**config.mk**
```make
export PLATFORM = sky130hd
export DESIGN_NAME = mmio_router_flat
export DESIGN_NICKNAME = d
export VERILOG_FILES = /design/src/rtl/mmio_router_if.sv /design/src/rtl/mmio_router.sv /design/src/flat_wrapper.sv
export SDC_FILE = /design/constraint.sdc
export NUM_CORES = 1
export LEC_CHECK = 0
export ABC_AREA = 1
export BUFFER_PORTS_ARGS = -buffer_cell sky130_fd_sc_hd__buf_2
export CORE_AREA = 5 5 188 190
export DETAILED_ROUTE_END_ITERATION = 6
export DIE_AREA = 0 0 193 195
export GPL_TIMING_DRIVEN = 1
export PLACE_DENSITY = 0.64
export SYNTH_ARGS = -nofsm -noshare
export SYNTH_HDL_FRONTEND = slang
export SYNTH_SLANG_ARGS = --single-unit
```
**constraint.sdc**
```tcl
create_clock -name clk -period 2.4 [get_ports clk]
set_input_delay 0.24 -clock clk [delete_from_list [all_inputs] [get_ports clk]]
set_output_delay 0.24 -clock clk [all_outputs]
set_load 0.005 [all_outputs]
```
**src/rtl/mmio_router_if.sv**
```systemverilog
// Bus bundle between the CPU load/store port, the router and the device slaves.
// The slave modport is the router's view (it services CPU accesses and drives
// the device selects); the master modport is the surrounding environment.
interface mmio_router_if #(
  parameter int N_SLV  = 8,
  parameter int DATA_W = 32
);
  logic                    m_req;
  logic                    m_we;
  logic [31:0]             m_addr;
  logic [DATA_W-1:0]       m_wdata;
  logic [DATA_W/8-1:0]     m_wmask;
  logic                    m_ready;
  logic                    m_rvalid;
  logic [DATA_W-1:0]       m_rdata;
  logic                    m_err;
  logic [N_SLV-1:0]        s_sel;
  logic                    s_we;
  logic [31:0]             s_addr;
  logic [DATA_W-1:0]       s_wdata;
  logic [DATA_W/8-1:0]     s_wmask;
  logic [N_SLV-1:0]        s_ack;
  logic [N_SLV*DATA_W-1:0] s_rdata;
  logic [31:0]             err_addr;
  logic [7:0]              err_cnt;

  modport slave (
    input  m_req, m_we, m_addr, m_wdata, m_wmask, s_ack, s_rdata,
    output m_ready, m_rvalid, m_rdata, m_err,
    output s_sel, s_we, s_addr, s_wdata, s_wmask,
    output err_addr, err_cnt
  );

  modport master (
    output m_req, m_we, m_addr, m_wdata, m_wmask, s_ack, s_rdata,
    input  m_ready, m_rvalid, m_rdata, m_err,
    input  s_sel, s_we, s_addr, s_wdata, s_wmask,
    input  err_addr, err_cnt
  );
endinterface

```
**src/rtl/mmio_router.sv**
```systemverilog
// Memory-mapped I/O router: decodes an address ID field onto one of N_SLV
// device slaves, runs a select/ack handshake with an optional wait timeout,
// and returns a one-cycle registered response with bus-error diagnostics.
module mmio_router #(
  parameter int                      N_SLV   = 8,
  parameter int                      DATA_W  = 32,
  parameter int                      ID_LO   = 20,
  parameter int                      ID_W    = 4,
  parameter logic [N_SLV*ID_W-1:0]   SLV_ID  = 32'h87654321,
  parameter int                      TIMEOUT = 15
) (
  input  logic               clk,
  input  logic               rst,
  mmio_router_if.slave       bus
);

  localparam int MASK_W = DATA_W / 8;
  // Wait counter width; TIMEOUT values must fit in this many bits.
  localparam int CNT_W = 16;
  localparam logic [CNT_W-1:0] TIMEOUT_LIM = CNT_W'(TIMEOUT);

  typedef enum logic [1:0] {IDLE, BUSY, RESP} state_e;

  state_e              state_q, state_d;
  logic [N_SLV-1:0]    sel_q, sel_d;
  logic                we_q, we_d;
  logic [31:0]         addr_q, addr_d;
  logic [DATA_W-1:0]   wdata_q, wdata_d;
  logic [MASK_W-1:0]   wmask_q, wmask_d;
  logic [CNT_W-1:0]    wait_q, wait_d;
  logic [DATA_W-1:0]   rdata_q, rdata_d;
  logic                err_q, err_d;
  logic [31:0]         errAddr_q, errAddr_d;
  logic [7:0]          errCnt_q, errCnt_d;

  logic [ID_W-1:0]     reqId;
  logic                decHit;
  logic [N_SLV-1:0]    decSel;
  logic                ackHit;
  logic [DATA_W-1:0]   selRdata;
  logic [CNT_W-1:0]    waitInc;
  logic [7:0]          errCntInc;

  // Address decode; scanning from the top down lets the lowest matching slot win.
  always_comb begin
    reqId  = bus.m_addr[ID_LO +: ID_W];
    decHit = 1'b0;
    decSel = '0;
    for (int i = N_SLV - 1; i >= 0; i--) begin
      if (SLV_ID[i*ID_W +: ID_W] == reqId) begin
        decSel    = '0;
        decSel[i] = 1'b1;
        decHit    = 1'b1;
      end
    end
  end

  // Only the currently selected slave's ack and read data are looked at.
  always_comb begin
    ackHit   = |(bus.s_ack & sel_q);
    selRdata = '0;
    for (int i = 0; i < N_SLV; i++) begin
      if (sel_q[i]) begin
        selRdata = bus.s_rdata[i*DATA_W +: DATA_W];
      end
    end
    waitInc   = wait_q + CNT_W'(1);
    errCntInc = (errCnt_q == 8'hFF) ? errCnt_q : errCnt_q + 8'd1;
  end

  // Next-state and datapath update; ack is checked before the timeout so a
  // late ack on the final allowed cycle still completes normally.
  always_comb begin
    state_d   = state_q;
    sel_d     = sel_q;
    we_d      = we_q;
    addr_d    = addr_q;
    wdata_d   = wdata_q;
    wmask_d   = wmask_q;
    wait_d    = wait_q;
    rdata_d   = rdata_q;
    err_d     = err_q;
    errAddr_d = errAddr_q;
    errCnt_d  = errCnt_q;
    case (state_q)
      IDLE: begin
        if (bus.m_req) begin
          we_d    = bus.m_we;
          addr_d  = bus.m_addr;
          wdata_d = bus.m_wdata;
          wmask_d = bus.m_wmask;
          if (decHit) begin
            sel_d   = decSel;
            wait_d  = '0;
            state_d = BUSY;
          end else begin
            err_d     = 1'b1;
            rdata_d   = '0;
            errAddr_d = bus.m_addr;
            errCnt_d  = errCntInc;
            state_d   = RESP;
          end
        end
      end
      BUSY: begin
        if (ackHit) begin
          rdata_d = we_q ? '0 : selRdata;
          err_d   = 1'b0;
          sel_d   = '0;
          state_d = RESP;
        end else begin
          wait_d = waitInc;
          if ((TIMEOUT != 0) && (waitInc == TIMEOUT_LIM)) begin
            err_d     = 1'b1;
            rdata_d   = '0;
            sel_d     = '0;
            errAddr_d = addr_q;
            errCnt_d  = errCntInc;
            state_d   = RESP;
          end
        end
      end
      RESP: begin
        state_d = IDLE;
      end
      default: begin
        state_d = IDLE;
      end
    endcase
  end

  // FSM state register.
  always_ff @(posedge clk) begin
    if (rst) begin
      state_q <= IDLE;
    end else begin
      state_q <= state_d;
    end
  end

  // Datapath, response and diagnostic registers.
  always_ff @(posedge clk) begin
    if (rst) begin
      sel_q     <= '0;
      we_q      <= 1'b0;
      addr_q    <= '0;
      wdata_q   <= '0;
      wmask_q   <= '0;
      wait_q    <= '0;
      rdata_q   <= '0;
      err_q     <= 1'b0;
      errAddr_q <= '0;
      errCnt_q  <= '0;
    end else begin
      sel_q     <= sel_d;
      we_q      <= we_d;
      addr_q    <= addr_d;
      wdata_q   <= wdata_d;
      wmask_q   <= wmask_d;
      wait_q    <= wait_d;
      rdata_q   <= rdata_d;
      err_q     <= err_d;
      errAddr_q <= errAddr_d;
      errCnt_q  <= errCnt_d;
    end
  end

  assign bus.m_ready  = (state_q == IDLE);
  assign bus.m_rvalid = (state_q == RESP);
  assign bus.m_rdata  = rdata_q;
  assign bus.m_err    = err_q;
  assign bus.s_sel    = sel_q;
  assign bus.s_we     = we_q;
  assign bus.s_addr   = addr_q;
  assign bus.s_wdata  = wdata_q;
  assign bus.s_wmask  = wmask_q;
  assign bus.err_addr = errAddr_q;
  assign bus.err_cnt  = errCnt_q;

endmodule

```
**src/flat_wrapper.sv**
```systemverilog
// flat-port wrapper written by rule: the top's interface ports become plain ports
module mmio_router_flat 
#(
  parameter int                      N_SLV   = 8,
  parameter int                      DATA_W  = 32,
  parameter int                      ID_LO   = 20,
  parameter int                      ID_W    = 4,
  parameter logic [N_SLV*ID_W-1:0]   SLV_ID  = 32'h87654321,
  parameter int                      TIMEOUT = 15
)
  (clk, rst, bus_m_req, bus_m_we, bus_m_addr, bus_m_wdata, bus_m_wmask, bus_s_ack, bus_s_rdata, bus_m_ready, bus_m_rvalid, bus_m_rdata, bus_m_err, bus_s_sel, bus_s_we, bus_s_addr, bus_s_wdata, bus_s_wmask, bus_err_addr, bus_err_cnt);
  mmio_router_if #(.N_SLV(N_SLV), .DATA_W(DATA_W)) bus_i ();
  input  logic clk;
  input  logic rst;
  input wire logic [$bits(bus_i.m_req)-1:0] bus_m_req;
  input wire logic [$bits(bus_i.m_we)-1:0] bus_m_we;
  input wire logic [$bits(bus_i.m_addr)-1:0] bus_m_addr;
  input wire logic [$bits(bus_i.m_wdata)-1:0] bus_m_wdata;
  input wire logic [$bits(bus_i.m_wmask)-1:0] bus_m_wmask;
  input wire logic [$bits(bus_i.s_ack)-1:0] bus_s_ack;
  input wire logic [$bits(bus_i.s_rdata)-1:0] bus_s_rdata;
  output wire logic [$bits(bus_i.m_ready)-1:0] bus_m_ready;
  output wire logic [$bits(bus_i.m_rvalid)-1:0] bus_m_rvalid;
  output wire logic [$bits(bus_i.m_rdata)-1:0] bus_m_rdata;
  output wire logic [$bits(bus_i.m_err)-1:0] bus_m_err;
  output wire logic [$bits(bus_i.s_sel)-1:0] bus_s_sel;
  output wire logic [$bits(bus_i.s_we)-1:0] bus_s_we;
  output wire logic [$bits(bus_i.s_addr)-1:0] bus_s_addr;
  output wire logic [$bits(bus_i.s_wdata)-1:0] bus_s_wdata;
  output wire logic [$bits(bus_i.s_wmask)-1:0] bus_s_wmask;
  output wire logic [$bits(bus_i.err_addr)-1:0] bus_err_addr;
  output wire logic [$bits(bus_i.err_cnt)-1:0] bus_err_cnt;
  assign bus_i.m_req = bus_m_req;
  assign bus_i.m_we = bus_m_we;
  assign bus_i.m_addr = bus_m_addr;
  assign bus_i.m_wdata = bus_m_wdata;
  assign bus_i.m_wmask = bus_m_wmask;
  assign bus_i.s_ack = bus_s_ack;
  assign bus_i.s_rdata = bus_s_rdata;
  assign bus_m_ready = bus_i.m_ready;
  assign bus_m_rvalid = bus_i.m_rvalid;
  assign bus_m_rdata = bus_i.m_rdata;
  assign bus_m_err = bus_i.m_err;
  assign bus_s_sel = bus_i.s_sel;
  assign bus_s_we = bus_i.s_we;
  assign bus_s_addr = bus_i.s_addr;
  assign bus_s_wdata = bus_i.s_wdata;
  assign bus_s_wmask = bus_i.s_wmask;
  assign bus_err_addr = bus_i.err_addr;
  assign bus_err_cnt = bus_i.err_cnt;
  mmio_router #(.N_SLV(N_SLV), .DATA_W(DATA_W), .ID_LO(ID_LO), .ID_W(ID_W), .SLV_ID(SLV_ID), .TIMEOUT(TIMEOUT)) u_core (.clk(clk), .rst(rst), .bus(bus_i));
endmodule
```
**Word-level counts from Yosys, hierarchy flattened**

Index checks and enable logic that the tools add are counted.
W data, S select, Z words.

- Register bits after elaboration: 168
- Bits in read-only memories: 0
- Word-level logic and storage cells: 101
- Bits in writable memories: 0
- Bits in latches: 0
- Input bits: 336
- Output and inout bits: 152
- Memories: 0

- Order comparisons: 0
- Div/mod/pow operators: 0
- Reduce and logical (&&, ||, !) cells: 9
- $mul: 0
- Equality and inequality tests: 18
- Add/subtract/negate cells: 2
- Mux-type cells: 60
- Shifts and indexed selects: 0
- Bitwise gates (word level): 1

Operators with widths:

| operator | count |
|---|---|
| $mux W32 | 17 |
| $mux W8 | 17 |
| $pmux W32 S2 | 2 |
| $mux W16 | 3 |
| $pmux W16 S2 | 1 |
| $pmux W8 S2 | 2 |
| $add A16 B1 Y16 const B | 1 |
| $eq A16 B4 Y1 const B | 1 |
| $eq A3 B4 Y1 const A | 4 |
| $mux W1 | 12 |
| $reduce_and A4 Y1 | 3 |
| $add A8 B1 Y8 const B | 1 |
| $and A8 B8 Y8 | 1 |
| $eq A2 B4 Y1 const A | 2 |
| $eq A8 B8 Y1 const B | 1 |
| $mux W2 | 4 |
| $reduce_or A8 Y1 | 1 |
| $ne A2 B2 Y1 const B | 3 |
| $reduce_and A5 Y1 | 1 |
| $eq A1 B4 Y1 const A | 1 |
| $eq A4 B4 Y1 const A | 1 |
| $ne A2 B1 Y1 const B | 2 |
| $pmux W2 S2 | 1 |
| $reduce_and A2 Y1 | 2 |
| other kinds (6) | 6 |

**Logic depth before layout (Yosys ltp)**

Gate-level depths: netlist (run 1).

- Word-level depth: 12
- Mapped depth: 16
- Depth with buffers taken out: 15

**Worst setup path before layout (run 1)**

No wires, ideal clock.

- Path type: reg-to-reg
- From: reg u_core.wait_q[1]
- To: reg u_core.errAddr_q[31], in the netlist u_core.bus.err_addr[31]
- Slack: 0.429 ns
- Path buffers: 1
- Setup time: 0.134 ns
- Arrival time: 1.837 ns
- Required time: 2.266 ns
- Clock period less this slack: 1.971 ns
- Cell stages (with the launch flop): 16
- Cell sequence: dfxtp_1 ha_1 nand3_1 nor2_4 nand2_1 nand2_1 nand2_1 nor2_1 nand2_1 nor2_1 nand2_2 nand2_4 nand3_4 buf_4 nand2_1 a21oi_1

- Longest elaborated chain between the ends: 4

RTL lines:

| element | RTL line | source |
|---|---|---|
| from (decl) | mmio_router.sv:30 | `logic [CNT_W-1:0] wait_q, wait_d;` |
| from (signal assigned) | mmio_router.sv:160 | `wait_q <= wait_d;` |
| $add A16 B1 Y16 | mmio_router.sv:67 | `waitInc = wait_q + CNT_W'(1);` |
| $eq A16 B4 Y1 | mmio_router.sv:113 | `if ((TIMEOUT != 0) && (waitInc == TIMEOUT_LIM)) begin` |
| $ne A2 B1 Y1 (no source line) | - |  |
| $reduce_and A5 Y1 (no source line) | - |  |
| to (signal assigned) | mmio_router.sv:163 | `errAddr_q <= errAddr_d;` |
| to (decl) | mmio_router.sv:33 | `logic [31:0] errAddr_q, errAddr_d;` |

No other way between the ends.
A chain may end at the register's enable or synchronous reset.

**Final worst setup path (run 1)**

- From: reg u_core.sel_q[1], in the netlist u_core.bus.s_sel[1]
- To: reg u_core.rdata_q[27], in the netlist u_core.bus.m_rdata[27]

- Longest elaborated chain between the ends: 10
- Elaborated cells on any way between the ends: 14
- Classes of those cells: eq/ne (1); mux (10); bitwise (1); reduce/logical (2)

RTL lines:

| element | RTL line | source |
|---|---|---|
| from (decl) | mmio_router.sv:25 | `logic [N_SLV-1:0] sel_q, sel_d;` |
| from (signal assigned) | mmio_router.sv:155 | `sel_q <= sel_d;` |
| $mux W32 (7 in series) | mmio_router.sv:63 | `if (sel_q[i]) begin` |
| $mux W32 | mmio_router.sv:107 | `rdata_d = we_q ? '0 : selRdata;` |
| $mux W32 | mmio_router.sv:106 | `if (ackHit) begin` |
| $pmux W32 S2 | mmio_router.sv:85 | `case (state_q)` |
| to (signal assigned) | mmio_router.sv:161 | `rdata_q <= rdata_d;` |
| to (decl) | mmio_router.sv:31 | `logic [DATA_W-1:0] rdata_q, rdata_d;` |

Several ways; a longest one is shown, not always the timed one.

==> results of run 1 <==
layout make-up:
class,count,area (um2)
Multi-Input combinational cell,1062,5180
Sequential cell,168,3370
Antenna cell,12,30.0
Inverter,106,398
Clock inverter,13,194
Tap cell,448,561
Fill cell,3614,20200
Timing Repair Buffer,528,2870
Clock buffer,18,429
worst min-delay path by stage:
stage / start / end / cells past startpoint
global route: bus_m_wdata[4] / u_core.bus.s_wdata[4] / 3
finish: bus_m_wdata[11] / u_core.bus.s_wdata[11] / 3
floorplan: bus_m_wdata[0] / u_core.bus.s_wdata[0] / 2
detailed placement: u_core.bus.err_addr[27] / u_core.bus.err_addr[27] / 2
CTS: bus_m_wdata[4] / u_core.bus.s_wdata[4] / 3
global placement: u_core.bus.s_addr[29] / u_core.bus.s_addr[29] / 2
through the flow:
stage                     area (um2)  cells
after detailed placement       12300   2310
after global placement         12300   2310
final                          13000   2355
after global routing           13000   2354
after CTS                      13000   2343
after floorplan                 9440   1454
cells in the mapped netlist, types with 3 or more instances:
master,instances
sky130_fd_sc_hd__a211oi_1,11
sky130_fd_sc_hd__a21o_1,24
sky130_fd_sc_hd__a21oi_1,229
sky130_fd_sc_hd__a31oi_1,5
sky130_fd_sc_hd__buf_2,11
sky130_fd_sc_hd__buf_4,5
sky130_fd_sc_hd__buf_6,6
sky130_fd_sc_hd__clkbuf_1,94
sky130_fd_sc_hd__dfxtp_1,168
sky130_fd_sc_hd__ha_1,3
sky130_fd_sc_hd__inv_1,101
sky130_fd_sc_hd__inv_2,4
sky130_fd_sc_hd__nand2_1,306
sky130_fd_sc_hd__nand3_1,75
sky130_fd_sc_hd__nand4_1,49
sky130_fd_sc_hd__nor2_1,117
sky130_fd_sc_hd__nor2_4,3
sky130_fd_sc_hd__nor3_1,5
sky130_fd_sc_hd__o211ai_1,34
sky130_fd_sc_hd__o21ai_0,180
sky130_fd_sc_hd__xor2_1,7
flip-flops by register name, summed over array words and instances (netlist names):
name	count
u_core.bus.m_err	1
u_core.wait_q	16
u_core.bus.s_addr	32
u_core.bus.s_wmask	4
u_core.bus.s_wdata	32
u_core.bus.s_we	1
u_core.bus.s_sel	8
u_core.bus.m_rdata	32
u_core.bus.err_cnt	8
u_core.state_q	2
u_core.bus.err_addr	32
logic make-up (layout without fill, tap and decap cells):
group                      Yosys count  count (layout)  synth area share
and+or+nand+nor                    564             564             0.256
AOI/OAI and AO/OA                  488             488             0.280
buffers and inverters              224             665            0.0973
DFF                                168             168             0.356
xor gates and xnor gates             7               7           0.00650
adders and majority gates            3               3           0.00398
other                                0              12                 0
layer usage:
| metal | global-route usage | vias to the layer above |
|---|---|---|
| met4 | 0.122 | 4 |
| met5 | 0 | - |
| met3 | 0.0666 | 79 |
| li1 | - | 5787 |
| met2 | 0.402 | 531 |
| met1 | 0.243 | 5286 |
worst reg2reg max path, stage by stage, from the launching register on:
cell                       delay (ns)
sky130_fd_sc_hd__dfxtp_1         0.36
sky130_fd_sc_hd__clkinv_1        0.27
sky130_fd_sc_hd__buf_4           0.30
sky130_fd_sc_hd__nand3_1         0.08
sky130_fd_sc_hd__nand2_1         0.06
sky130_fd_sc_hd__o211ai_1        0.18
sky130_fd_sc_hd__a21oi_1         0.11
sky130_fd_sc_hd__o21ai_1         0.33
sky130_fd_sc_hd__buf_4           0.21
sky130_fd_sc_hd__nand2_1         0.05
sky130_fd_sc_hd__o211ai_1        0.08
sky130_fd_sc_hd__a21oi_1         0.09
what timing repair did:
| item | CTS | global route |
|---|---|---|
| setup endpoints to repair | 0 | 87 |
| buffers inserted | 0 | 0 |
| hold endpoints to repair | 2 | 0 |
| hold buffers | 2 | 0 |
| resized for setup | 0 | 15 |
report_power, final:
part | internal, mW | switching [mW]
logic | 1.24 | 2.24
registers | 3.08 | 0.193
clock network | 1.75 | 1.24
==> metrics.md, run 1 <==
| Metric | Value |
|---|---|
| Area overhead of the layout relative to synthesis | 38.1% |
| Initial antenna violation count | 18 |
| Distinct cells, synth | 33 |
| Number of clock sinks seen by CTS | 168 |
| Placer's final routability congestion estimate | 0.945 |
| Final critical-path setup slack | 0.146 ns |
| Syn Std Cell Area | 9440 um2 |
| Worst VDD drop | 759 uV |
| Quantity of I/O buffers inserted on ports | 487 |
| Clock network latency to the later pin of the worst-skew pair | 0.43 ns |
| Overall Power | 9.75 mW |
| Most used DFF post-synth | sky130_fd_sc_hd__dfxtp_1 |
| Reg2reg path depth | 11 |
| Syn Nets | 1,793 |
| Core Util, Final | 0.392 |
| Leading cell types in the layout, fill and taps excluded | sky130_fd_sc_hd__buf_2, sky130_fd_sc_hd__nand2_1, sky130_fd_sc_hd__a21oi_1, sky130_fd_sc_hd__o21ai_0, sky130_fd_sc_hd__dfxtp_1 |
| Top metal layer carrying routed signals | met5 |
| Setup repair after global routing missed its margin | no |
| CTS tree | done |
| Top-level I/O count | 488 |
| Stage delay of the slowest cell on the critical path | 0.36 ns |
| Number of hold-slack violations in the final timing report | 0 |
| Total power divided by cell area | 748 nW/um2 |
| Worst Skew | 0.0105 ns |
| Family with the most delay on the worst path | compound AO/OA/AOI/OAI gates |
| Initial detailed-routing violation count | 576 |
| Placeable core region | 33,300 um2 |
| Sequential share of the synthesized area | 0.356 |
| Pin count of the biggest net entering global routing | 93 |
| Arrival time worst endpoint | 2.55 ns |
| Type of the worst setup path | register to register |
| Share of the clock period used by the worst path | 0.939 |
| Gate Count Post-Synth | 1,454 |
| Leakage dissipation | 6.29 nW |
| CP cell instances | clkinv_1 -> buf_4 -> nand3_1 -> nand2_1 -> o211ai_1 -> a21oi_1 -> o21ai_1 -> buf_4 -> nand2_1 -> o211ai_1 -> a21oi_1 |
| Cell taking the most area after synthesis | sky130_fd_sc_hd__dfxtp_1 |
| Standard cell with the maximum stage delay on the critical path | sky130_fd_sc_hd__dfxtp_1 |
| Least-Margin Pin Slew | 0.890 ns |
| Tightest slew margin relative to the limit | 0.406 |
| Outcome | finished, final reports clean |
| Root Buffer | sky130_fd_sc_hd__clkbuf_16 |
| RR Startpoint | u_core.bus.s_sel[1] |
| Worst hold-check slack | 0.0320 ns |
| Die height | 195 um |
| Pre-CTS worst setup slack | 0.0358 ns |
| Row Count | 67 |
| Critical register-to-register path endpoint | u_core.bus.m_rdata[27] |
| Cts bufs inserted | 17 |
| Worst-path clk slew | 0.07 ns |
| Drt via density | 4.96 |
| Clock Path Buffers | 2 |
| Number of synthesized flops with an enable pin | 0 |
| Met2 Routed Length | 23,200 um |
| Number of flip-flops and latches in the synthesized netlist | 168 |
| Endpoints failing setup | 0 |
| Share of final-layout standard cells stronger than drive strength 1 | 0.309 |
| Antenna Nets Post-Route | 0 |
| Buf/Inv on CP | 3 |
| Grt ovf | 0 |
| Die width | 193 um |
| Aggregate global-route resource usage | 0.228 |
| Wire length of the first global-routing pass | 66,400 um |
| Total iterations of the first detailed-routing run | 5 |
| Hold/Removal Path Class | primary input to register |
| Share of the synthesized area in the top cell type | 0.356 |
| Share of async-settable or async-resettable flops after synthesis | 0 |
| Routed wirelength normalized by instance count | 19.2 um |
| Final Net Count | 2,222 |
| Via count of the first global-routing pass | 11.5k |
| WP data required | 2.69 ns |
| Crit. path cell count | 11 |
| Initial core utilization | 0.284 |
| Flop-to-flop setup slack | 0.15 ns |
| Average size of a mapped cell | 6.49 um2 |
| Critical Path Start | u_core.bus.s_sel[1] |
| Minimum clock period after layout | 2.25 ns |
| Critical path endpoint | u_core.bus.m_rdata[27] |
| Sum of routed wire length over all layers | 45,100 um |
| FMAX | 444 MHz |
| Post-detailed-route DRC marker count | 0 |
| Total negative setup slack | 0 ns |
| Htree depth | 4 |
| Max Cap Viol | 0 |
| Number of synthesis warnings | 0 |
| Type of element capturing the critical path | register |
| Met3 Routed Length | 4150 um |
| Startpoint Class | register |
| Total Die Area | 37,600 um2 |
| Leading cell types by total area after synthesis | sky130_fd_sc_hd__dfxtp_1, sky130_fd_sc_hd__nand2_1, sky130_fd_sc_hd__a21oi_1 |
| Most common cell after layout, fill and taps aside | sky130_fd_sc_hd__buf_2 |
| Maximum fanout encountered on the critical timing path | 15 |
| Via count of the routed design | 11.7k |
| Dpl hpwl | 34,900 um |
| Number of slew-limit violations in the final report | 0 |
| Routed metal-1 wire length | 16,100 um |
No activity file was read; power rests on OpenSTA's default activity.
==> run 2, diff against run 1 <==
--- a/config.mk
+++ b/config.mk
@@ -5,11 +5,10 @@
 export SDC_FILE = /design/constraint.sdc
 export NUM_CORES = 1
 export LEC_CHECK = 0
-export ABC_AREA = 1
 export BUFFER_PORTS_ARGS = -buffer_cell sky130_fd_sc_hd__buf_2
-export CORE_AREA = 5 5 188 190
+export CORE_AREA = 5 5 185 187
 export DETAILED_ROUTE_END_ITERATION = 6
-export DIE_AREA = 0 0 193 195
+export DIE_AREA = 0 0 190 192
 export GPL_TIMING_DRIVEN = 1
 export PLACE_DENSITY = 0.64
 export SYNTH_ARGS = -nofsm -noshare
==> run 2 against run 1 <==
Sequential share of layout area shrank 0.79 points. Maximum frequency down 9.6%. The run now ends with negative setup slack left. Area after synthesis down 5.6%. Utilization rose by 2.6 points. Highest routed layer unchanged. Clock skew rose by 0.0079 ns. Register-to-register slack got worse by 0.24 ns. Largest cell class unchanged. Via count shrank 6.7%.
==> metrics.md, run 2 <==
| Metric | Value |
|---|---|
| Setup repair after global routing missed its margin | yes |
| RR Startpoint | u_core.wait_q[1] |
| Number of synthesis warnings | 0 (unchanged) |
| Share of async-settable or async-resettable flops after synthesis | 0 (unchanged) |
| Cell types with the highest counts after synthesis | sky130_fd_sc_hd__nand2_1, sky130_fd_sc_hd__dfxtp_1, sky130_fd_sc_hd__a21oi_1 |
| Placeable core region | 32,300 um2 (-3.0%) |
| Family with the most delay on the worst path | simple AND/OR/NAND/NOR gates |
| Total iterations of the first detailed-routing run | 5 (unchanged) |
| Syn Nets | 1,510 (-16%) |
| Sequential share of the synthesized area | 0.377 (+0.0210) |
| Pre-CTS worst setup slack | -0.177 ns (-0.213 ns) |
| Via count of the routed design | 10.9k (-6.7%) |
| Worst VDD drop | 487 uV (-36%) |
| Share of the clock period used by the worst path | 1.04 (+0.0993) |
| Endpoints failing setup | 72 (+72) |
| Sum of routed wire length over all layers | 42,700 um (-5.4%) |
| Most common cell after layout, fill and taps aside | sky130_fd_sc_hd__buf_2 |
| Average size of a mapped cell | 7.61 um2 (+17%) |
| Worst hold-check slack | 0.0289 ns (-0.00313 ns) |
| Gate Count Post-Synth | 1,171 (-19%) |
| Grt ovf | 0 (unchanged) |
| Initial antenna violation count | 8 (-10) |
| Initial detailed-routing violation count | 870 (+51%) |
| Maximum fanout encountered on the critical timing path | 33 (+18) |
| Share of final-layout standard cells stronger than drive strength 1 | 0.415 (+0.106) |
| Syn Std Cell Area | 8910 um2 (-5.6%) |
| Routed wirelength normalized by instance count | 20.0 um (+4.6%) |
| Minimum clock period after layout | 2.49 ns (+0.238 ns) |
| Final Net Count | 2,007 (-9.7%) |
| Cell taking the most area after synthesis | sky130_fd_sc_hd__dfxtp_1 |
| Area overhead of the layout relative to synthesis | 51.3% |
| Root Buffer | sky130_fd_sc_hd__clkbuf_16 |
| Synth Area in Compound Gates | 0.301 (+0.0218) |
| Number of clock sinks seen by CTS | 168 (unchanged) |
| Leading cell types by total area after synthesis | sky130_fd_sc_hd__dfxtp_1, sky130_fd_sc_hd__nand2_1, sky130_fd_sc_hd__a21oi_1 |
| Final critical-path setup slack | -0.0922 ns (-0.238 ns) |
| Number of hold-slack violations in the final timing report | 0 (unchanged) |
| Type of the worst setup path | register to register |
| Initial core utilization | 0.276 (-0.00752) |
| Distinct cells, synth | 49 (+48%) |
| Most used DFF post-synth | sky130_fd_sc_hd__dfxtp_1 |
| Placer's final routability congestion estimate | 0.971 (+2.8%) |
| Outcome | complete, but fails checks |
| Type of element capturing the critical path | register |
| Critical path endpoint | u_core.bus.m_rdata[31] |
| Number of cells in the finished layout apart from fillers | 2,129 (-9.6%) |
| Row Count | 66 (-1.5%) |
| Arrival time worst endpoint | 2.81 ns (+0.26 ns) |
| Crit. path cell count | 9 (-2) |
| Hold/Removal Path Class | primary input to register |
| Cell count after placement | 2,076 (-10%) |
| Critical Path Start | u_core.wait_q[1] |
| Stage delay of the slowest cell on the critical path | 0.44 ns (+0.08 ns) |
| Standard cell with the maximum stage delay on the critical path | sky130_fd_sc_hd__or4_4 |
| Violated checks | negative setup slack |
| Cell with the most instances after synthesis | sky130_fd_sc_hd__nand2_1 |
| CP cell instances | ha_4 -> nand4_4 -> or4_4 -> a211oi_4 -> nand4_4 -> a311oi_2 -> nor2_2 -> buf_12 -> a22o_1 |
| Clock Path Buffers | 2 (unchanged) |
| Simple-gate share of the synthesized area | 0.245 (-0.0117) |
| Drt via density | 5.12 (+3.2%) |
| Pin count of the biggest net entering global routing | 70 (-25%) |
| Main combinational cell family by area after synthesis | compound AO/OA/AOI/OAI gates |
| Post-Synth Adder-Cell Area | 0.00421 (+0.000234) |
| Worst Skew | 0.0184 ns (+0.00794 ns) |
| Number of slew-limit violations in the final report | 0 (unchanged) |
| Wire length of the first global-routing pass | 60,700 um (-8.6%) |
| Die width | 190 um (-1.6%) |
| Htree depth | 4 (unchanged) |
| Tightest slew margin relative to the limit | 0.475 (+0.0696) |
| Least-Margin Pin Slew | 0.787 ns (-0.102 ns) |
| Buf/Inv on CP | 1 (-2) |
| Filler cells | 3,348 (-7.4%) |
| Library cell appearing most often on the critical path | sky130_fd_sc_hd__nand4_4 |
| Dpl hpwl | 31,900 um (-8.7%) |
| Post-detailed-route DRC marker count | 0 (unchanged) |
| Critical register-to-register path endpoint | u_core.bus.m_rdata[31] |
| Aggregate global-route resource usage | 0.214 (-0.0140) |
| Share of the synthesized area in the top cell type | 0.377 (+0.0210) |
| Leakage dissipation | 6.02 nW (-4.4%) |
| Flop-to-flop setup slack | -0.09 ns (-0.24 ns) |
| Cts bufs inserted | 17 (unchanged) |
| Worst-path clk slew | 0.08 ns (about the same) |
| Mux contribution to synthesized area | 0.00126 (+0.00126) |
| Via count of the first global-routing pass | 10.4k (-9.8%) |
| WP data required | 2.72 ns (+0.03 ns) |
| Startpoint Class | register |
| Top-level I/O count | 488 (unchanged) |
| Max Cap Viol | 0 (unchanged) |
| Total Die Area | 36,500 um2 (-3.1%) |
| Quantity of I/O buffers inserted on ports | 487 (unchanged) |
| CTS tree | done |
| FMAX | 401 MHz (-9.6%) |
| Number of hold buffers added after cts | 0 (-2) |
| Die height | 192 um (-1.5%) |
| Reg2reg path depth | 9 (-2) |
| Number of synthesized flops with an enable pin | 0 (unchanged) |
| Number of flip-flops and latches in the synthesized netlist | 168 (unchanged) |
| Antenna Nets Post-Route | 0 (unchanged) |
| Leading cell types in the layout, fill and taps excluded | sky130_fd_sc_hd__buf_2, sky130_fd_sc_hd__nand2_1, sky130_fd_sc_hd__dfxtp_1, sky130_fd_sc_hd__a21oi_1, sky130_fd_sc_hd__buf_4 |
| Total power divided by cell area | 558 nW/um2 (-25%) |
| Clock network latency to the later pin of the worst-skew pair | 0.44 ns (about the same) |
| Fraction of synthesized cell area in xor and xnor cells | 0.00590 (-0.000601) |
-- run 2: changes by cell type in the layout (fill, tap and decap cells not counted), moves of 61 or more --
cell | before | now
sky130_fd_sc_hd__nor2_1 | 115 | 48
sky130_fd_sc_hd__nor2b_1 | 0 | 67
sky130_fd_sc_hd__o21ai_0 | 177 | 12
sky130_fd_sc_hd__nand2_1 | 305 | 244
sky130_fd_sc_hd__inv_1 | 99 | 37
sky130_fd_sc_hd__a21oi_1 | 229 | 128
sky130_fd_sc_hd__nand3_1 | 73 | 9
-- run 2: routing by layer --
metal | routed length, um | global-route usage | part of all wire
met4 | 916 | 0.0615 | 0.021
met5 | 12 | 0 | 0.00028
met1 | 18200 | 0.284 | 0.43
met2 | 20600 | 0.346 | 0.48
met3 | 2990 | 0.0525 | 0.070
-- run 2: how the worst min path moves through the flow --
stage,startpoint,end,slack [ns],depth (start not counted)
after floorplan,bus_m_wdata[0],u_core.bus.s_wdata[0],0.38,2
after global placement,u_core.bus.s_wdata[22],u_core.bus.s_wdata[22],0.44,2
after detailed placement,u_core.bus.s_wdata[31],u_core.bus.s_wdata[31],0.44,2
after CTS,bus_m_wdata[0],u_core.bus.s_wdata[0],0.003,3
after global routing,bus_m_wdata[3],u_core.bus.s_wdata[3],-0.003,3
final,bus_m_wdata[0],u_core.bus.s_wdata[0],0.03,3
-- run 2: through the flow --
step                utilization  TNS [ns]  total power, mW  instance area [um2]
finish                    0.418     -3.70             7.53                13500
global route              0.418    -13.55             7.88                13500
CTS                       0.405     -1.95             7.46                13100
detailed placement        0.382     -5.73             4.57                12300
global placement          0.382     -3.59             4.54                12300
floorplan                     -   -0.0921             3.77                 8960
-- run 2: worst reg2reg max path: stages, from the launching register on --
cell and delay [ns]:
sky130_fd_sc_hd__dfxtp_4 0.38, sky130_fd_sc_hd__ha_4 0.16, sky130_fd_sc_hd__nand4_4 0.07, sky130_fd_sc_hd__or4_4 0.44
sky130_fd_sc_hd__a211oi_4 0.26, sky130_fd_sc_hd__nand4_4 0.22, sky130_fd_sc_hd__a311oi_2 0.30, sky130_fd_sc_hd__nor2_2 0.09
sky130_fd_sc_hd__buf_12 0.18, sky130_fd_sc_hd__a22o_1 0.27
-- run 2: logic make-up after synthesis --
logic type / Yosys count
adder cells (fa/ha/maj): 3
flip-flops: 168
XOR/XNOR: 6
buffers and inverters: 152
AO/OA/AOI/OAI: 370
multiplexers: 1
AND/OR/NAND/NOR: 471
-- run 2: power breakdown --
part	total [mW]	internal (mW)	switching (mW)
Sequential	3.05	2.95	0.108
Combinational	1.62	0.735	0.887
Clock	2.85	1.50	1.35
-- run 2: what timing repair did --
item	in CTS	in global routing
setup endpoints to repair	68	84
resized for setup	11	56
pin swaps	16	21
setup buffers	3	4
gates cloned	2	6
-- run 2: area by class of cell --
cell class	count	area, um2	share of cell area
sequential	168	3380	0.251
clock inverter	15	183	0.0135
clock buffer	17	425	0.0315
tap	442	553	0.0410
timing repair buffer	593	3530	0.261
antenna	6	15.0	0.00111
multi-input combinational	851	5260	0.390
inverter	37	139	0.0103
==> run 3, diff against run 2 <==
--- a/config.mk
+++ b/config.mk
@@ -5,12 +5,13 @@
 export SDC_FILE = /design/constraint.sdc
 export NUM_CORES = 1
 export LEC_CHECK = 0
+export ABC_AREA = 1
 export BUFFER_PORTS_ARGS = -buffer_cell sky130_fd_sc_hd__buf_2
-export CORE_AREA = 5 5 185 187
+export CORE_AREA = 5 5 186 188
 export DETAILED_ROUTE_END_ITERATION = 6
-export DIE_AREA = 0 0 190 192
+export DIE_AREA = 0 0 191 193
 export GPL_TIMING_DRIVEN = 1
-export PLACE_DENSITY = 0.64
+export PLACE_DENSITY = 0.65
 export SYNTH_ARGS = -nofsm -noshare
 export SYNTH_HDL_FRONTEND = slang
 export SYNTH_SLANG_ARGS = --single-unit
==> constraint.sdc (replaced) <==
create_clock -name clk -period 3.05 [get_ports clk]
set_input_delay 0.305 -clock clk [delete_from_list [all_inputs] [get_ports clk]]
set_output_delay 0.305 -clock clk [all_outputs]
set_load 0.005 [all_outputs]
==> run 3 against run 2 <==
The run now ends clean. Critical path depth up 5. Register-to-register slack better by 0.43 ns. Cell count up 10%. Largest cell class unchanged. Largest power group is now combinational cells.
==> metrics.md, run 3 (synthesis results as in run 1) <==
| Metric | Value |
|---|---|
| Outcome | finished, final reports clean |
| Type of the worst setup path | register to register |
| Arrival time worst endpoint | 2.99 ns (+0.18 ns) |
| Die width | 191 um (+0.53%) |
| Total negative setup slack | 0 ns (+3.70 ns) |
| Placer's final routability congestion estimate | 0.924 (-4.8%) |
| Tightest slew margin relative to the limit | 0.286 (-0.189) |
| Stage delay of the slowest cell on the critical path | 0.44 ns (about the same) |
| Total Die Area | 36,900 um2 (+1.0%) |
| Worst Hold Launch | bus_m_wdata[3] |
| Max Cap Viol | 0 (unchanged) |
| Quantity of gates resized following cts | 0 (-11) |
| Drt via density | 4.94 (-3.6%) |
| Leading cell types in the layout, fill and taps excluded | sky130_fd_sc_hd__buf_2, sky130_fd_sc_hd__nand2_1, sky130_fd_sc_hd__a21oi_1, sky130_fd_sc_hd__o21ai_0, sky130_fd_sc_hd__dfxtp_1 |
| Startpoint Class | register |
| Maximum fanout encountered on the critical timing path | 33 (unchanged) |
| Number of slew-limit violations in the final report | 0 (unchanged) |
| Pin count of the biggest net entering global routing | 93 (+33%) |
| Global-route track usage on met1 | 0.252 (-0.0318) |
| Sum of routed wire length over all layers | 44,200 um (+3.6%) |
| Via count of the first global-routing pass | 11.0k (+6.1%) |
| Reg2reg path depth | 14 (+5) |
| Htree depth | 4 (unchanged) |
| Hold depth | 3 (unchanged) |
| Initial core utilization | 0.286 (+0.0104) |
| End point of the worst hold path | u_core.bus.s_wdata[3] |
| Antenna Nets Post-Route | 0 (unchanged) |
| Worst-path clk slew | 0.07 ns (about the same) |
| Hold/Removal Path Class | primary input to register |
| CTS tree | done |
| Share of final-layout standard cells stronger than drive strength 1 | 0.304 (-0.111) |
| FMAX | 369 MHz (-8.2%) |
| Final critical-path setup slack | 0.336 ns (+0.428 ns) |
| RR Startpoint | u_core.wait_q[1] |
| CP cell instances | ha_1 -> nand2_1 -> nor2_1 -> nand2_1 -> nand2_1 -> nand2_1 -> nor2_1 -> nand2_1 -> nor2_1 -> nand2_2 -> nand2_4 -> nand3_4 -> nand2_1 -> a21oi_1 |
| Worst Skew | 0.0132 ns (-0.00519 ns) |
| Share of the clock period used by the worst path | 0.890 (-0.149) |
| Aggregate global-route resource usage | 0.226 (+0.0120) |
| Met3 usage | 0.0686 (+0.0161) |
| Type of element capturing the critical path | register |
| Clock Path Buffers | 2 (unchanged) |
| Library cell appearing most often on the critical path | sky130_fd_sc_hd__nand2_1 |
| Peak-usage layer in the global routing report | met2 |
| Critical register-to-register path endpoint | u_core.bus.err_addr[4] |
| Cts bufs inserted | 17 (unchanged) |
| Routed wirelength normalized by instance count | 18.9 um (-5.9%) |
| Total iterations of the first detailed-routing run | 5 (unchanged) |
| GR met2 Demand/Resource | 0.405 (+0.0596) |
| Total power divided by cell area | 575 nW/um2 (+3.1%) |
| Worst VDD drop | 514 uV (+5.5%) |
| Dpl hpwl | 33,900 um (+6.4%) |
| Final Net Count | 2,210 (+10%) |
| Top-level I/O count | 488 (unchanged) |
| Flop-to-flop setup slack | 0.34 ns (+0.43 ns) |
| Row Count | 67 (+1.5%) |
| Post-detailed-route DRC marker count | 0 (unchanged) |
| Leakage dissipation | 6.19 nW (+2.9%) |
| Most common cell after layout, fill and taps aside | sky130_fd_sc_hd__buf_2 |
| Quantity of I/O buffers inserted on ports | 487 (unchanged) |
| Number of hold buffers added after cts | 0 (unchanged) |
| Post CTS Setup Buffer Count | 0 (-3) |
| Area overhead of the layout relative to synthesis | 35.2% |
| Setup repair after global routing missed its margin | no |
| Placeable core region | 32,900 um2 (+2.0%) |
| Pre-CTS worst setup slack | 0.347 ns (+0.524 ns) |
| Root Buffer | sky130_fd_sc_hd__clkbuf_16 |
| Initial detailed-routing violation count | 676 (-22%) |
| Number of hold-slack violations in the final timing report | 0 (unchanged) |
| Minimum clock period after layout | 2.71 ns (+0.222 ns) |
| Standard cell with the maximum stage delay on the critical path | sky130_fd_sc_hd__dfxtp_1 |
| Initial antenna violation count | 20 (+12) |
| Least-Margin Pin Slew | 1.07 ns (+0.284 ns) |
| Number of clock sinks seen by CTS | 168 (unchanged) |
| WP data required | 3.33 ns (+0.61 ns) |
| Grt ovf | 0 (unchanged) |
| Endpoints failing setup | 0 (-100%) |
| Clock network latency to the later pin of the worst-skew pair | 0.44 ns (about the same) |
| Die height | 193 um (+0.52%) |
| Via count of the routed design | 11.6k (+6.1%) |
| Wire length of the first global-routing pass | 64,100 um (+5.6%) |
==> run 3: critical path, delay by kind of cell (launching register included) <==
kind / cells / cell delay [ns]
compound gates: 1 / 0.08
fa+ha+maj: 1 / 0.23
flops: 1 / 0.44
simple gates: 12 / 1.80
==> run 3: worst max-delay path by stage <==
| stage | start | end | slack [ns] | depth (start not counted) |
|---|---|---|---|---|
| 5_1_grt | u_core.wait_q[1] | u_core.bus.err_addr[0] | 0.007 | 14 |
| 6_report | u_core.wait_q[1] | u_core.bus.err_addr[4] | 0.34 | 14 |
| 2_1_floorplan | u_core.wait_q[1] | u_core.bus.err_addr[31] | 1.08 | 15 |
| 3_3_place_gp | u_core.bus.s_sel[1] | u_core.bus.err_addr[6] | 0.44 | 12 |
| 4_1_cts | u_core.wait_q[1] | u_core.bus.err_addr[4] | 0.33 | 14 |
| 3_5_place_dp | u_core.wait_q[1] | u_core.bus.err_addr[4] | 0.35 | 14 |
==> run 3: cell type report <==
cell class / instances / area (um2)
clock inverters: 12 / 104
well taps: 448 / 561
clock buffers: 20 / 467
diodes: 10 / 25.0
fillers: 3657 / 20200
inverters: 106 / 398
flip-flops and latches: 168 / 3370
repair buffers: 516 / 2670
multi-input cells: 1062 / 5170
==> run 3: metal layers <==
| metal | routed length [um] | vias up |
|---|---|---|
| met5 | 27 | - |
| met4 | 1480 | 4 |
| met3 | 3900 | 73 |
| met2 | 22100 | 499 |
| met1 | 16700 | 5236 |
| li1 | - | 5759 |
==> run 3: power breakdown <==
part | internal (mW) | switching (mW) | total (mW)
Combinational | 0.898 | 1.74 | 2.64
Sequential | 2.42 | 0.135 | 2.55
Clock | 1.13 | 1.01 | 2.15
==> run 3: metrics by stage <==
| stage | util | hold slack (ns) | power, mW | cells | cell area, um2 |
|---|---|---|---|---|---|
| floorplan | - | 0.440 | 4.09 | 1454 | 9440 |
| global placement | 0.369 | 0.448 | 5.23 | 2300 | 12200 |
| detailed placement | 0.369 | 0.452 | 5.27 | 2300 | 12200 |
| CTS | 0.387 | 0.0510 | 7.45 | 2332 | 12700 |
| global route | 0.387 | 0.0795 | 7.84 | 2342 | 12800 |
| finish | 0.387 | 0.0867 | 7.34 | 2342 | 12800 |
